<file path="src/rtl/stopwatch_pkg.sv">
// Shared stopwatch definitions: FSM encoding, error codes and digit/accumulator limits.
package stopwatch_pkg;

    localparam int unsigned ACC_W   = 14;
    localparam int unsigned DIGIT_W = 4;
    localparam int unsigned ERR_W   = 2;

    localparam logic [DIGIT_W-1:0] MAX_BCD_DIGIT = 4'd9;
    localparam logic [DIGIT_W-1:0] MAX_SEC_TENS  = 4'd5;

    localparam logic [ERR_W-1:0] ERR_OK    = 2'b00;
    localparam logic [ERR_W-1:0] ERR_DIGIT = 2'b01;
    localparam logic [ERR_W-1:0] ERR_OVF   = 2'b10;

    typedef enum logic [2:0] {
        IDLE = 3'd0,
        MU   = 3'd1,
        ST   = 3'd2,
        SU   = 3'd3,
        DONE = 3'd4
    } state_t;

endpackage

</file>
<file path="src/rtl/bcd_mac_step.sv">
// One Horner step: acc*10 + d or acc*6 + d, built from shifts and adds only.
module bcd_mac_step
    import stopwatch_pkg::*;
(
    input  logic [ACC_W-1:0]   acc,
    input  logic [DIGIT_W-1:0] digit,
    input  logic               sel_ten,
    output logic [ACC_W-1:0]   result_c
);

    logic [ACC_W-1:0] scaled;

    always_comb begin
        scaled = (acc << 1);
        if (sel_ten) begin
            scaled = (acc << 3) + (acc << 1);
        end else begin
            scaled = (acc << 2) + (acc << 1);
        end
        result_c = scaled + ACC_W'(digit);
    end

endmodule

</file>
<file path="src/rtl/bcd_to_seconds.sv">
// Packs MM:SS BCD digits into a binary seconds count via a multi-cycle mixed-radix Horner walk.
module bcd_to_seconds
    import stopwatch_pkg::*;
#(
    parameter int unsigned SEC_W   = 12,
    parameter int unsigned MAX_SEC = (1 << SEC_W) - 1
) (
    input  logic               src_clk,
    input  logic               src_rst,
    input  logic               load_valid,
    output logic               load_ready,
    input  logic [3:0]         sec_u,
    input  logic [3:0]         sec_t,
    input  logic [3:0]         min_u,
    input  logic [3:0]         min_t,
    output logic               out_valid,
    output logic [1:0]         err,
    output logic [SEC_W-1:0]   seconds
);

    localparam logic [ACC_W-1:0] MAX_ACC = ACC_W'(MAX_SEC);

    state_t             state;
    logic [ACC_W-1:0]   acc;
    logic [3:0]         min_u_q;
    logic [3:0]         sec_t_q;
    logic [3:0]         sec_u_q;
    logic [3:0]         step_digit;
    logic               step_ten;
    logic [ACC_W-1:0]   step_result;
    logic               digits_bad_c;

    // The shared MAC picks its digit and radix from the current step.
    always_comb begin
        step_digit = min_u_q;
        step_ten   = 1'b1;
        case (state)
            ST: begin
                step_digit = sec_t_q;
                step_ten   = 1'b0;
            end
            SU:      step_digit = sec_u_q;
            default: step_digit = min_u_q;
        endcase
    end

    assign digits_bad_c = (min_t > MAX_BCD_DIGIT) || (min_u > MAX_BCD_DIGIT) ||
                          (sec_t > MAX_SEC_TENS)  || (sec_u > MAX_BCD_DIGIT);

    bcd_mac_step u_mac (
        .acc      (acc),
        .digit    (step_digit),
        .sel_ten  (step_ten),
        .result_c (step_result)
    );

    always_ff @(posedge src_clk) begin
        if (src_rst) begin
            state      <= IDLE;
            load_ready <= 1'b1;
            out_valid  <= 1'b0;
            err        <= ERR_OK;
            seconds    <= '0;
            acc        <= '0;
            min_u_q    <= '0;
            sec_t_q    <= '0;
            sec_u_q    <= '0;
        end else begin
            out_valid <= 1'b0;
            case (state)
                IDLE: begin
                    if (load_valid) begin
                        min_u_q    <= min_u;
                        sec_t_q    <= sec_t;
                        sec_u_q    <= sec_u;
                        load_ready <= 1'b0;
                        if (digits_bad_c) begin
                            err       <= ERR_DIGIT;
                            out_valid <= 1'b1;
                            state     <= DONE;
                        end else begin
                            acc   <= ACC_W'(min_t);
                            state <= MU;
                        end
                    end
                end
                MU: begin
                    acc   <= step_result;
                    state <= ST;
                end
                ST: begin
                    acc   <= step_result;
                    state <= SU;
                end
                SU: begin
                    acc       <= step_result;
                    out_valid <= 1'b1;
                    state     <= DONE;
                    // Range check on the full accumulator width, before truncation.
                    if (step_result > MAX_ACC) begin
                        err <= ERR_OVF;
                    end else begin
                        err     <= ERR_OK;
                        seconds <= SEC_W'(step_result);
                    end
                end
                DONE: begin
                    load_ready <= 1'b1;
                    state      <= IDLE;
                end
                default: begin
                    load_ready <= 1'b1;
                    state      <= IDLE;
                end
            endcase
        end
    end

endmodule

</file>
<file path="config.mk">
export PLATFORM = sky130hd
export DESIGN_NAME = bcd_to_seconds
export DESIGN_NICKNAME = d
export VERILOG_FILES = /design/src/rtl/stopwatch_pkg.sv /design/src/rtl/bcd_mac_step.sv /design/src/rtl/bcd_to_seconds.sv
export SDC_FILE = /design/constraint.sdc
export NUM_CORES = 1
export LEC_CHECK = 0
export CORE_MARGIN = 5
export CORE_UTILIZATION = 52
export DETAILED_ROUTE_END_ITERATION = 8
export PLACE_DENSITY = 0.83
export SLEW_MARGIN = 10
export SYNTH_ARGS = -nofsm -noshare
export SYNTH_HDL_FRONTEND = slang
export SYNTH_SLANG_ARGS = --single-unit
</file>
<file path="constraint.sdc">
create_clock -name src_clk -period 3.94 [get_ports src_clk]
set_input_delay 0.985 -clock src_clk [delete_from_list [all_inputs] [get_ports src_clk]]
set_output_delay 0.985 -clock src_clk [all_outputs]
set_load 0.02 [all_outputs]
</file>
# == After elaboration in Yosys (flattened, before gate mapping) ==
# Cells that the tools add are included.
# Widths: inputs -> output; s select.
# totals
out_inout_bits,16
word_cells,54
in_bits,19
regBits,44
# classes
reduce_logical,12
eq_ne,6
n_lt_le_gt_ge,5
n_mux,17
n_bitwise,2
add_sub_neg,3
# ops
cell,n
$add 14x14->14,2
$mux 13,2
$pmux 13 s2,1
$add 14x4->14,1
$gt 14x12->1 const B,1
$mux 14,1
$gt 4x4->1 const B,3
$pmux 3 s4,1
$pmux 4 s2,1
$eq 3x2->1 const B,2
$mux 2,3
$mux 3,2
$ne 2x2->1 const B,3
$reduce_and 2->1,3
$reduce_and 3->1,2
$gt 4x3->1 const B,1
$pmux 1 s2,2
$pmux 2 s2,1
$reduce_bool 2->1,2
$eq 3x1->1 const B,1
$logic_not 3->1,1
$logic_or 1x1->1,3
$mux 1,3
$reduce_or 3->1,1
$not 1->1,2

# == Depth between registers and ports, before layout ==
# Gate-level depths: netlist of run 1.
# logic_depth
depth_word,7
ltp_mapped,17

# == Hierarchy ==
# Synthesis of run 1 repeated with hierarchy kept, for this count alone.
# unflattened
hier_cells,420
area_unflattened_um2,3394.5
# by_module_without_submodules
module,area_per_inst_um2,n_inst,cells_per_inst
bcd_to_seconds,1876.8,1,227
bcd_mac_step,1517.7,1,193

# == Worst setup path after synthesis of run 1 ==
# Ideal clock, no wire load.
# synth_timing
kind,reg2reg
startpoint,register acc[1]
endpoint,register seconds[0]
path_buffers,1
stages_incl_launch_ff,14
path_slack_ns,0.276
arrival_time_ns,3.541
required_ns,3.817
cell_sequence,dfxtp_1 > ha_1 > fa_1 > a211oi_1 > o21bai_1 > a2111oi_0 > o31ai_1 > xor2_1 > mux2i_1 > or3_1 > or3_1 > buf_2 > nand2_4 > mux2_1
# synth_between
elab_chain_cells,6
elab_cells_between_ends,7
# synth_rtl
item,line_no,text
start: declaration,bcd_to_seconds.sv:24,logic [ACC_W-1:0] acc;
start signal: assignment,bcd_to_seconds.sv:82,acc <= ACC_W'(min_t);
start signal: assignment,bcd_to_seconds.sv:88,acc <= step_result;
start signal: assignment,bcd_to_seconds.sv:92,acc <= step_result;
$add 14x14->14 (on tied branches),"bcd_mac_step.sv:16, bcd_mac_step.sv:18",
$mux 14 (*),bcd_mac_step.sv:15,if (sel_ten) begin
$add 14x4->14 (*),bcd_mac_step.sv:20,result_c = scaled + ACC_W'(digit);
$gt 14x12->1 (*),bcd_to_seconds.sv:100,if (step_result > MAX_ACC) begin
$not 1->1 (no source line) (*),--,
$reduce_and 2->1 (no source line) (*),--,
end signal: assignment,bcd_to_seconds.sv:104,seconds <= SEC_W'(step_result);
end: declaration,bcd_to_seconds.sv:18,output logic [SEC_W-1:0] seconds
# Mark *: on every way between the ends. The rest lies on a longest branch, timed or not.
# A chain may end at the register's enable or synchronous reset.

# == Worst setup path in the final report of run 1 ==
# layout_timing
startpoint,register acc[0]
endpoint,register seconds[6]
# layout_between
elab_chain_cells,6
elab_cells_between_ends,7
# layout_rtl
item,line_no
$add 14x14->14 (on tied branches),"bcd_mac_step.sv:16, bcd_mac_step.sv:18"
$mux 14 (*),bcd_mac_step.sv:15
$add 14x4->14 (*),bcd_mac_step.sv:20
$gt 14x12->1,bcd_to_seconds.sv:100
$not 1->1 (no source line),--
$reduce_and 2->1 (no source line),--
# Marks and branches as above.

==> key figures, run 1 <==
Layout
  – Share of cells above drive strength 1: 9.88%
  – P&R area growth vs syn: 19.0%
  – Non-Filler Instances: 500
  – Diode count: 0
  – Fin util: 64.2%
  – Post-layout net count: 470

Place
  – Post-DP HPWL: 5.89 mm
  – Routability cong.: 0.838
  – Place WS: -0.111 ns
  – Number of instances in the placed design: 492
  – Port Buffer Count: 34

Worst setup path
  – Crit-path cells: ha_1 > fa_1 > a211oi_1 > o21bai_1 > a2111oi_4 > o31ai_1 > xor2_1 > mux2i_1 > or3_4 > or3_4 > nand2_4 > mux2_1
  – CP Class: flip-flop to flip-flop
  – WP data required: 4.14 ns
  – Worst Setup Start Kind: flip-flop
  – Critical Path Fanout Max: 9
  – Slowest CP cell: or3_4
  – CP Capture Type: flip-flop
  – Worst path arrival time: 3.95 ns
  – CP most frequent cell: or3_4
  – CP max stage delay: 0.44 ns

Clock network
  – CTS tree: yes
  – Worst skew pair latency: 0.31 ns
  – Number of hold buffers added after CTS: 0
  – Clk slew on worst S/H paths: 0.09 ns
  – CTS root buf: clkbuf_8
  – Clock Tree Buf Depth: 2
  – Total CTS buffers: 5
  – H-tree Lvls: 2
  – # clock sinks: 44

Synthesis
  – Async S/R FF share, synth: 0%
  – Avg Cell Area, Syn: 8.28 um2
  – Most common flop cell mapped by yosys: dfxtp_1
  – Distinct cell type count after synthesis: 63
  – Area leader, netlist: dfxtp_1
  – Post-synth EDFFs: 0
  – Post-synthesis sequential area ratio: 27.4%
  – Syn_nets: 434
  – Commonest cells in the netlist: dfxtp_1 (44), nand2_1 (44), a21oi_1 (37)
  – Area contributors post-synth: dfxtp_1 (27%), ha_1 (9.3%), a21oi_1 (5.8%)
  – Post-Syn Instances: 388
  – Synthesized area: 3210 um2
  – Number of synthesized register bits: 44
  – YS warnings: 0
  – Share of Yosys cell area claimed by the top area cell type: 27.4%

Pwr
  – VDD IR-drop max: 0.246 mV
  – Total internal power: 0.719 mW
  – Pleak: 1.55 nW
  – Power Dens Cells: 258 nW/um2
  – Psw: 0.268 mW
  – Clock share of power: 36.7%
  – Sw Ratio: 27.1%
  – Seq pwr share: 47.9%
  – Overall power: 0.986 mW
  – Comb pwr share: 15.5%

Job
  – Max-cap violations: 0

Die
  – Initial Utilization: 53.9%
  – Num ports: 35
  – Core area: 5960 um2
  – Row cnt: 28
  – Die Ht: 88.6 um
  – Die ar.: 7850 um2
  – Die X-Extent: 88.6 um

Global route
  – Global Route Usage Sum: 20.5%
  – Initial antenna violation count: 0
  – Vias in the first global route: 2,859
  – Pin count of the biggest net entering global routing: 38
  – Gr ovfl total: 0
  – First-pass GRT wire length: 12.8 mm

Routing
  – Antenna viol nets, final: 0
  – DR vias: 2,939
  – Drt pass-1 iters: 4
  – Avg Vias per Cell: 5.88
  – WL final: 7.67 mm
  – Iter 0 DRT Violations: 93
  – DRC errors left: 0
  – WL/cell: 15.3 um

STA
  – Setup_tns: 0 ns
  – Max frequency: 266 MHz
  – Max-slew violations: 0
  – Final Hold Viols: 0
  – Post-layout min period: 3.76 ns
  – Final setup slack of the worst path: 0.185 ns
  – Max-slew headroom: 60.3%
  – Layout Skew: 0.00452 ns
  – Count of final setup violators: 0
  – Worst-Margin Slew: 0.594 ns
  – Fin crit share: 95.3%

Outcome
  – Status: complete, no violations

Hold path
  – Min-Delay Path Class: flip-flop to flip-flop
metal layers:
| layer | track usage, % | part of all wire (%) | wire length [um] |
|---|---|---|---|
| met2 | 35.8 | 49 | 3780 |
| met5 | 0 | 0 | 0 |
| met3 | 2.89 | 3.8 | 291 |
| met1 | 24.8 | 44 | 3360 |
| met4 | 9.62 | 3.2 | 242 |
stage by stage:
step / cell area (um2) / hold slack [ns]
floorplan: 3210 / 0.436
global route: 3820 / 0.481
detailed placement: 3650 / 0.449
global placement: 3650 / 0.443
CTS: 3770 / 0.461
finish: 3820 / 0.457
layout by cell type (no fill, tap or decap), drive strengths merged, types with 10 or more instances in the layout:
cell	n
clkdlybuf4s50	34
nand2	45
dfxtp	44
a21oi	38
o21ai	22
ha	24
mux2i	12
nor2	32
inv	12
nor2b	12
buf	10
xor2	13
nor3	12
kinds of logic after synthesis:
kind of cell | synth area share, %
AOI/OAI and AO/OA | 21.6
xor gates and xnor gates | 6.00
adders and majority gates | 11.2
buffers and inverters | 3.74
DFF | 27.4
muxes | 6.54
and+or+nand+nor | 23.5
flip-flops by register name (all words and copies together), names as in the netlist:
register    count
acc            13
seconds        12
min_u_q         4
sec_t_q         4
sec_u_q         4
state           3
err             2
load_ready      1
out_valid       1
power by group through the flow:
stage                     Clock, mW  Combinational, mW  Sequential (mW)
after floorplan                   0             0.0930            0.483
after global placement            0              0.148            0.481
after detailed placement          0              0.150            0.482
after CTS                     0.367              0.152            0.472
after global routing          0.382              0.168            0.475
final                         0.362              0.153            0.472
final cells by class:
| type | count | area [um2] |
|---|---|---|
| fillers | 498 | 2130 |
| well taps | 75 | 93.8 |
| inverters | 11 | 41.3 |
| clock buffers | 5 | 68.8 |
| flip-flops and latches | 44 | 883 |
| repair buffers | 44 | 415 |
| clock inverters | 3 | 46.3 |
| multi-input cells | 318 | 2270 |
worst max-delay path: cells and delay by family, from the launching register on:
family	cells	cell delay (ns)
XOR/XNOR	1	0.15
multiplexers	2	0.49
flip-flops	1	0.36
AND/OR/NAND/NOR	3	1.00
adder cells (fa/ha/maj)	2	0.69
AO/OA/AOI/OAI	4	0.94
worst paths after layout:
check / start / end / slack (ns) / cells past startpoint
hold / removal: min_u_q[3]$_SDFFE_PP0P_ / min_u_q[3]$_SDFFE_PP0P_ / 0.46 / 2
setup / recovery: acc[0]$_SDFFE_PP0P_ / seconds[6]$_SDFFE_PP0P_ / 0.18 / 12
hold reg to reg: min_u_q[3]$_SDFFE_PP0P_ / min_u_q[3]$_SDFFE_PP0P_ / 0.46 / 2
setup reg to reg: acc[0]$_SDFFE_PP0P_ / seconds[6]$_SDFFE_PP0P_ / 0.18 / 12
timing repair:
| action | in CTS | in global routing |
|---|---|---|
| resized for setup | 2 | 9 |
| pin swaps | 0 | 1 |
| setup buffers | 0 | 0 |
| endpoints found under the setup margin | 8 | 8 |
No activity file was read; power rests on OpenSTA's default activity.
==> run 2: changes to the inputs <==
Settings changed: CORE_UTILIZATION 52 to 57, PLACE_DENSITY 0.83 to 0.86, SKIP_CTS_REPAIR_TIMING set to 1.
Clock period 3.94 ns to 4 ns, I/O delays scaled along.
==> key figures, run 2 (synthesis gave the netlist of run 1 again) <==
Pwr
  – VDD IR-drop max: 0.253 mV
  – Pleak: 1.56 nW
  – Overall power: 0.970 mW
  – Power Dens Cells: 255 nW/um2

STA
  – Count of final setup violators: 0
  – Post-layout min period: 3.76 ns
  – Max-slew violations: 0
  – Max frequency: 266 MHz
  – Setup_tns: 0 ns
  – Fin crit share: 93.9%
  – Max-slew headroom: 57.2%
  – Worst-Margin Slew: 0.639 ns
  – Layout Skew: 0.00559 ns
  – Final Hold Viols: 0
  – Final hold slack: 0.462 ns
  – RSZ-0062 raised after global routing: no

Worst setup path
  – CP Capture Type: flip-flop
  – FF-to-FF Start: acc[0]$_SDFFE_PP0P_
  – CP Class: flip-flop to flip-flop
  – Register-to-register setup slack: 0.24 ns
  – Worst path arrival time: 3.95 ns
  – WP data required: 4.20 ns
  – Critical Path Fanout Max: 9
  – Crit path from: acc[0]$_SDFFE_PP0P_
  – Worst Setup Start Kind: flip-flop

Die
  – Die X-Extent: 85.1 um
  – Core area: 5510 um2
  – Die ar.: 7240 um2
  – Num ports: 35
  – Row cnt: 27
  – Initial Utilization: 58.4%
  – Die Ht: 85.1 um

Layout
  – Max reg flops: 13
  – Most frequent cells in the layout: nand2_1 (44), dfxtp_1 (43), a21oi_1 (37), clkdlybuf4s50_1 (34), nor2_1 (32)
  – Share of cells above drive strength 1: 10.1%
  – Most common cell after layout, fill and taps aside: nand2_1
  – Post-layout net count: 471
  – Diode count: 0
  – Top reg by flops: acc
  – Fin util: 69.2%
  – P&R area growth vs syn: 18.5%
  – Largest regs: acc (13), seconds (12)
  – Post-route cell area: 3810 um2

Clock network
  – CTS root buf: clkbuf_8
  – Total CTS buffers: 5
  – Clock Tree Buf Depth: 2
  – CTS tree: yes
  – # clock sinks: 44
  – H-tree Lvls: 2
  – Clk slew on worst S/H paths: 0.09 ns
  – Worst skew pair latency: 0.31 ns

Routing
  – WL final: 7.80 mm
  – DR vias: 2,978
  – WL/cell: 15.7 um
  – Antenna viol nets, final: 0
  – Avg Vias per Cell: 5.98
  – Drt pass-1 iters: 4
  – Iter 0 DRT Violations: 158
  – DRC errors left: 0

Place
  – Area post-placement: 3650 um2
  – Port Buffer Count: 34
  – Routability cong.: 0.892
  – Post-DP HPWL: 6.14 mm

Hold path
  – Min-Delay Path Class: flip-flop to flip-flop
  – Critical hold path startpoint: sec_u_q[3]$_SDFFE_PP0P_

Job
  – Max-cap violations: 0

Global route
  – First-pass GRT wire length: 13.2 mm
  – Gr ovfl total: 0
  – Initial antenna violation count: 0
  – Global Route Usage Sum: 22.1%
  – Vias in the first global route: 2,988
  – Pin count of the biggest net entering global routing: 28

Outcome
  – Status: complete, no violations
## run 2: cell count changes in the layout (fill, tap and decap cells not counted), sizes merged
| cell | change |
|---|---|
| buf | +1 |
## run 2: final cells by class
cell class | count | area, um2
Tap cell | 72 | 90.1
Multi-Input combinational cell | 318 | 2260
Timing Repair Buffer | 45 | 423
Clock inverter | 3 | 46.3
Fill cell | 415 | 1700
Sequential cell | 44 | 882
Inverter | 11 | 41.3
Clock buffer | 5 | 68.8
## run 2: worst max-delay path, stage by stage, from the launching register on
cell       delay, ns
dfxtp_1         0.36
ha_1            0.26
fa_1            0.42
a211oi_1        0.26
o21bai_1        0.15
a2111oi_2       0.35
nor2_1          0.10
xor2_1          0.16
mux2i_1         0.19
or3_1           0.45
or3_1           0.44
nand2_4         0.17
mux2_1          0.34
## run 2: final timing paths
check	to	depth (start not counted)
setup reg to reg	seconds[5]$_SDFFE_PP0P_	12
hold reg to reg	sec_u_q[3]$_SDFFE_PP0P_	2
hold / removal	sec_u_q[3]$_SDFFE_PP0P_	2
setup / recovery	seconds[5]$_SDFFE_PP0P_	12
## run 2: through the flow
stage	worst slack (ns)	cells
floorplan	0.336	388
global placement	0.134	490
detailed placement	0.0449	490
CTS	0.0340	498
global route	0.0236	498
finish	0.243	498
## run 2: where the power goes
| part | switching, mW | internal [mW] | total, mW | leakage (nW) |
|---|---|---|---|---|
| logic | 0.0839 | 0.0660 | 0.150 | 1.15 |
| clock network | 0.166 | 0.188 | 0.354 | 0.0548 |
| registers | 0.0127 | 0.453 | 0.466 | 0.358 |
| total | 0.263 | 0.708 | 0.970 | 1.56 |
## run 2: per-layer routing
layer | up-vias | GRT usage (%) | routed length [um]
met5 | - | 0 | 0
met1 | 1403 | 25.7 | 3360
met4 | 0 | 9.06 | 213
met3 | 18 | 3.20 | 305
met2 | 75 | 40.0 | 3930
li1 | 1482 | - | -
